### src/rtl/param_counter.sv
// Parametrised 161-style synchronous counter: up/down, programmable terminal TOP,
// wrap or saturate, registered terminal pulse TC, sticky OVF, ENP/ENT/RCO cascade.
module param_counter #(
  parameter int WIDTH    = 4,
  parameter bit SATURATE = 1'b0
) (
  input  logic             CLK,
  input  logic             CLR_n,
  input  logic             SCLR_n,
  input  logic             LOAD_n,
  input  logic [WIDTH-1:0] D,
  input  logic [WIDTH-1:0] TOP,
  input  logic             UP,
  input  logic             ENP,
  input  logic             ENT,
  output logic [WIDTH-1:0] Q,
  output logic             RCO,
  output logic             TC,
  output logic             OVF
);

  logic [WIDTH-1:0] q_q, q_d;
  logic             tc_q, tc_d;
  logic             ovf_q, ovf_d;
  logic             at_term_s;

  // Up-counting treats anything at or above TOP as terminal so a loaded D>TOP never climbs further.
  always_comb begin
    if (UP) begin
      at_term_s = (q_q >= TOP);
    end else begin
      at_term_s = (q_q == {WIDTH{1'b0}});
    end
  end

  // Next-state: clear beats load, load beats count, otherwise hold.
  always_comb begin
    q_d   = q_q;
    tc_d  = 1'b0;
    ovf_d = ovf_q;
    if (!SCLR_n) begin
      q_d   = {WIDTH{1'b0}};
      ovf_d = 1'b0;
    end else if (!LOAD_n) begin
      q_d = D;
    end else if (ENP && ENT) begin
      if (at_term_s) begin
        tc_d  = 1'b1;
        ovf_d = 1'b1;
        if (SATURATE) begin
          q_d = q_q;
        end else if (UP) begin
          q_d = {WIDTH{1'b0}};
        end else begin
          q_d = TOP;
        end
      end else if (UP) begin
        q_d = q_q + WIDTH'(1);
      end else begin
        q_d = q_q - WIDTH'(1);
      end
    end else begin
      q_d = q_q;
    end
  end

  // State registers with asynchronous active-low clear.
  always_ff @(posedge CLK or negedge CLR_n) begin
    if (!CLR_n) begin
      q_q   <= {WIDTH{1'b0}};
      tc_q  <= 1'b0;
      ovf_q <= 1'b0;
    end else begin
      q_q   <= q_d;
      tc_q  <= tc_d;
      ovf_q <= ovf_d;
    end
  end

  // RCO is deliberately combinational and ignores ENP/LOAD_n/SCLR_n so stages chain like the 161.
  assign RCO = ENT & at_term_s;
  assign Q   = q_q;
  assign TC  = tc_q;
  assign OVF = ovf_q;

endmodule
### config.mk
export PLATFORM = sky130hd
export DESIGN_NAME = param_counter
export DESIGN_NICKNAME = d
export VERILOG_FILES = /design/src/rtl/param_counter.sv
export SDC_FILE = /design/constraint.sdc
export NUM_CORES = 1
export LEC_CHECK = 0
export BUFFER_PORTS_ARGS = -buffer_cell sky130_fd_sc_hd__buf_2
export CORE_ASPECT_RATIO = 1.75
export CORE_MARGIN = 3
export CORE_UTILIZATION = 25
export DETAILED_ROUTE_END_ITERATION = 12
export GPL_ROUTABILITY_DRIVEN = 1
export GPL_TIMING_DRIVEN = 0
export HOLD_SLACK_MARGIN = 0.15
export MAX_ROUTING_LAYER = met4
export SYNTH_ARGS = -nofsm -noshare
export SYNTH_HDL_FRONTEND = slang
export SYNTH_SLANG_ARGS = --single-unit
### constraint.sdc
create_clock -name CLK -period 2.9 [get_ports CLK]
set_input_delay 0 -clock CLK [delete_from_list [all_inputs] [get_ports CLK]]
set_output_delay 0 -clock CLK [all_outputs]
set_load 0.02 [all_outputs]
Word level (Yosys, flattened, before mapping)
Cells that the tools add are included.

Add/sub/neg operators: 2. Multipliers: 0. Div/mod/pow operators: 0. $lt $le $gt $ge: 1. Equality and inequality tests: 4. Shift-type cells: 0. Mux-type cells: 15. Bitwise logic cells: 1. Reductions and logical operators: 3.

Operator list (number): $mux W4 (6); $mux W1 (9); $ne A2 B1 Y1 const B (3); $add A4 B1 Y4 const B (1); $ge A4 B4 Y1 (1); $logic_not A4 Y1 (1); $sub A4 B1 Y4 const B (1); $ne A3 B2 Y1 const B (1); $reduce_and A3 Y1 (1); $and A1 B1 Y1 (1); $logic_and A1 B1 Y1 (1).

Register bits: 6. Bits in latches: 0. RAM bits: 0. Bits in read-only memories: 0. Input port bits: 15. Word-level logic and storage cells: 29. Memories: 0.

Logic depth before layout (Yosys ltp)
Depth in word-level cells: 6. Depth in mapped cells: 6. Depth with buffers taken out: 6.

Worst setup path after synthesis
OpenSTA, ideal clock, no wires.

Path type: register to output. Start: register q_q[0] (netlist: Q[0]). End: output RCO. Arrival time: 1788 ps. Data required time: 2900 ps. Slack: 1112 ps. Stages on the path, launching flop included: 6. Buffers on the path: 0. Cell sequence: dfrtp_1 -> inv_1 -> ha_1 -> nor3b_1 -> o211a_1 -> nor3b_1.

Word-level cells in the longest chain between the ends: 3. Elaborated cells between the ends (all ways): 4.

Ends and longest elaborated chain: from (decl) (RTL line 22) `logic [WIDTH-1:0] q_q, q_d;`; from (signal assigned) (RTL line 70) `q_q <= {WIDTH{1'b0}};`; from (signal assigned) (RTL line 74) `q_q <= q_d;`; $ge A4 B4 Y1 / $logic_not A4 Y1 (equally long branches) (RTL line 30, 32); $mux W1 * (RTL line 29) `if (UP) begin`; $and A1 B1 Y1 * (RTL line 81) `assign RCO = ENT & at_term_s;`; to (decl) (RTL line 17) `output logic RCO,`.

Every way passes the cells marked *; elsewhere a longest branch is shown, timed or not.

Worst setup path in the final report
Start: register q_q[0] (netlist: Q[0]). End: register q_q[3] (netlist: Q[3]).

Word-level cells in the longest chain between the ends: 6. Elaborated cells between the ends (all ways): 10.

Ends and longest elaborated chain: $sub A4 B1 Y4, or another cell as far along (RTL line 60) `q_d = q_q - WIDTH'(1);`; $mux W4 / $mux W1 (equally long branches) (RTL line 57, 29); $mux W4 * (RTL line 47) `if (at_term_s) begin`; $mux W4 * (RTL line 46) `end else if (ENP && ENT) begin`; $mux W4 * (RTL line 44) `end else if (!LOAD_n) begin`; $mux W4 * (RTL line 41) `if (!SCLR_n) begin`.

Every way passes the cells marked *; elsewhere a longest branch is shown, timed or not. The select of a mux whose other input is x is not followed. A chain may end at the register's enable or synchronous reset.

==> results.md <==
- Synth area leader: dfrtp_1
- Pint: 0.197 mW
- Final Max Tran Viols: 0
- Skew-Pair Late Insertion Delay: 240 ps
- Reg power frac: 33.2%
- Run status: complete, no violations
- H-tree depth: 1
- Top cells by area, synth: dfrtp_1, ha_1, o211ai_1
- Max-slew headroom: a little under three quarters
- Gpl congestion: roughly 0.76
- Ratio of cells with drive above 1 in the final layout: a little over a quarter
- Clk pin slew, worst setup/hold paths: roughly 50 ps
- Gate Count Post-Synth: 67
- Non-Filler Instances: 125
- Share of total power in combinational logic: a little over two fifths
- RSZ-0062 raised after global routing: false
- P per Cell Area: 361 nW/um^2
- Ports: 22
- Hold Crit Class: input pin to flip-flop
- Row count: 22
- Leak: 0.419 nW
- Crit end category: flip-flop
- Post-Syn Nets: between 80 and 90
- Core area: ~2100 um^2
- Final core occ: 39.1%
- Area Growth Syn to Fin: 44.3%
- Sequential cell area fraction in the yosys report: 25.8%
- Worst-Margin Slew: 435 ps
- # placed instances: 112
- Clk_skew: around 2.9 ps
- Final Hold Vio Count: 0
- CP Data Required Time: 3080 ps
- Syn avg cell area: 8.68 um^2
- Die W: 42.5 um
- CP peak stage delay: 560 ps
- Simple-gate portion of the synthesized area: a little under a quarter
- Peak VDD IR: 0.249 mV
- Syn Std Cell Area: 582 um^2
- Largest net degree at the start of global routing: 11
- Routed wire length: between 1500 and 2000 um
- Starting Density: 27.1%
- Routed vias: 653
- Data arrival, critical path: 2560 ps
- YS warnings: 0
- Final ANT Viol Nets: 0
- Crit Path Class: flip-flop to flip-flop
- IO Port Bufs: 21
- Post-synthesis adder-cell area fraction: 16.3%
- Post-CTS setup buffer count: 0
- Period minus WS final: 2380 ps
- Grt total ovfl: 0
- Vias in the first global route: 713
- Antenna Cells: 0
- Post-DR wirelength/cell: roughly 13 um
- Top FF cell, synth: dfrtp_1
- DRC Markers: 0
- Die H: 69.8 um
- Initial antenna violation count: 0
- Power Total: 0.303 mW
- Net load switching power: between 0.1 and 0.15 mW
- Clock sink total: 6
- Max cap viols: 0
- CTS Root Cell: clkbuf_4
- Netlist cell types: 29
- Number of flops mapped to enable cells by yosys: 0
- Crit-path slowest cell: dlygate4sd3_1
- Register bit count reported by yosys: 6
- DR pass1 iterations: 4
- Sw Ratio: between 30% and 40%
- CP Cell Sequence: inv_1, ha_1, nor3b_1, o211a_1, o211ai_1, a21oi_1, dlygate4sd3_1
- Max Root-Sink Buffers: 2
- Max Clk Rate: 420 MHz
- Mux cell area share after synthesis: 1.72%
- XOR/XNOR Fraction of Synth Area: 3.01%
- DRT iter0 DRCs: 7
- Worst-path fanout max: 7
- Final setup viols: 0
- Compound-Gate Fraction of Synth Area: 24.5%
- CP startpoint kind: flip-flop
- HPWL after DPL: 1280 um
- Synth async-reset ratio: 100%
- Die area: 2960 um^2
- Final WS setup: a little over 500 ps
- Most frequent cells in the layout: buf_2, dlygate4sd3_1, inv_1
- Largest family of logic cells by synthesized area: compound AO/OA/AOI/OAI gates
- GRT Total Usage: 12.0%
- Period utilization: between 80% and 90%
- Final TNS setup: 0 ps
- Top cell type's share of synthesized area: about 26%
- Commonest non-fill, non-tap cell in the layout: buf_2
- CTS tree: built
- Global-route wire length before repair: 2860 um
- Total CTS buffers: 3
- Post-detailed-route via-to-cell ratio: 5.22
- Pre-CTS setup slack: 1050 ps
- Final nets: ~130
- Clk pwr share: between 20% and 30%
-- per-stage QoR --
stage / instance area, um^2 / hold slack (ps)
6_report: 840 / 151
5_1_grt: 840 / 187
4_1_cts: 840 / 151
3_5_place_dp: 717 / -170
3_3_place_gp: 717 / -178
2_1_floorplan: 582 / -296
-- power groups by stage --
stage	logic, mW	clock network, mW	registers, mW
floorplan	0.0708	0	0.106
global placement	0.113	0	0.102
detailed placement	0.115	0	0.102
CTS	0.126	0.0779	0.101
global route	0.141	0.0791	0.102
finish	0.127	0.0755	0.101
-- final timing paths --
check	from	to	depth (start not counted)	slack, ps
max	Q[0]	Q[3]	7	520
max reg2reg	Q[0]	Q[3]	7	520
max in group asynchronous	CLR_n	OVF	3	1980
min	D[2]	Q[2]	3	150
min reg2reg	OVF	OVF	1	480
min in group asynchronous	CLR_n	TC	3	700
-- cell usage after synthesis, drive strengths merged, types with 2 or more instances --
cell    number
nor3         2
nand2b       2
dfrtp        6
nand3        5
nor2         3
ha           6
inv          7
nor3b        2
nand4        3
nand2        2
nand3b       2
o211ai       5
o21ai        3
a21oi        5
-- sequential cells by signal (all words and copies together), names as in the netlist --
register and count:
Q 4, OVF 1, TC 1
-- critical path, delay by kind of cell, from the launching register on --
kind | cells | cell delay [ps]
AO/OA/AOI/OAI | 3 | 600
adder cells (fa/ha/maj) | 1 | 300
buffers and inverters | 2 | 700
flip-flops | 1 | 490
AND/OR/NAND/NOR | 1 | 230
-- what timing repair did --
item                      4_1_cts  5_1_grt
hold buffers                   10        0
hold endpoints to repair       11        0
gates resized for setup         0        0
-- layer usage --
layer / up-vias / routed length, um / GRT usage [%]
met1: 304 / 686 / 12.6
met3: 2 / 78 / 1.82
met2: 24 / 884 / 22.4
met4: 0 / 14 / 3.11
li1: 323 / - / -
met5: - / 0 / -
-- layout make-up --
type                       count  area [um^2]
buffer                         1         7.51
clock buffer                   3         22.5
fill                         222         1310
inverter                       7         26.3
multi-input combinational     53          398
sequential                     6          150
tap                           24         30.0
timing repair buffer          31          205
-- kinds of logic after synthesis --
family / after synthesis
and+or+nand+nor: 23
AOI/OAI and AO/OA: 20
buffers and inverters: 8
adders and majority gates: 7
DFF: 6
xor gates and xnor gates: 2
muxes: 1
(Power assumes the default switching activity.)
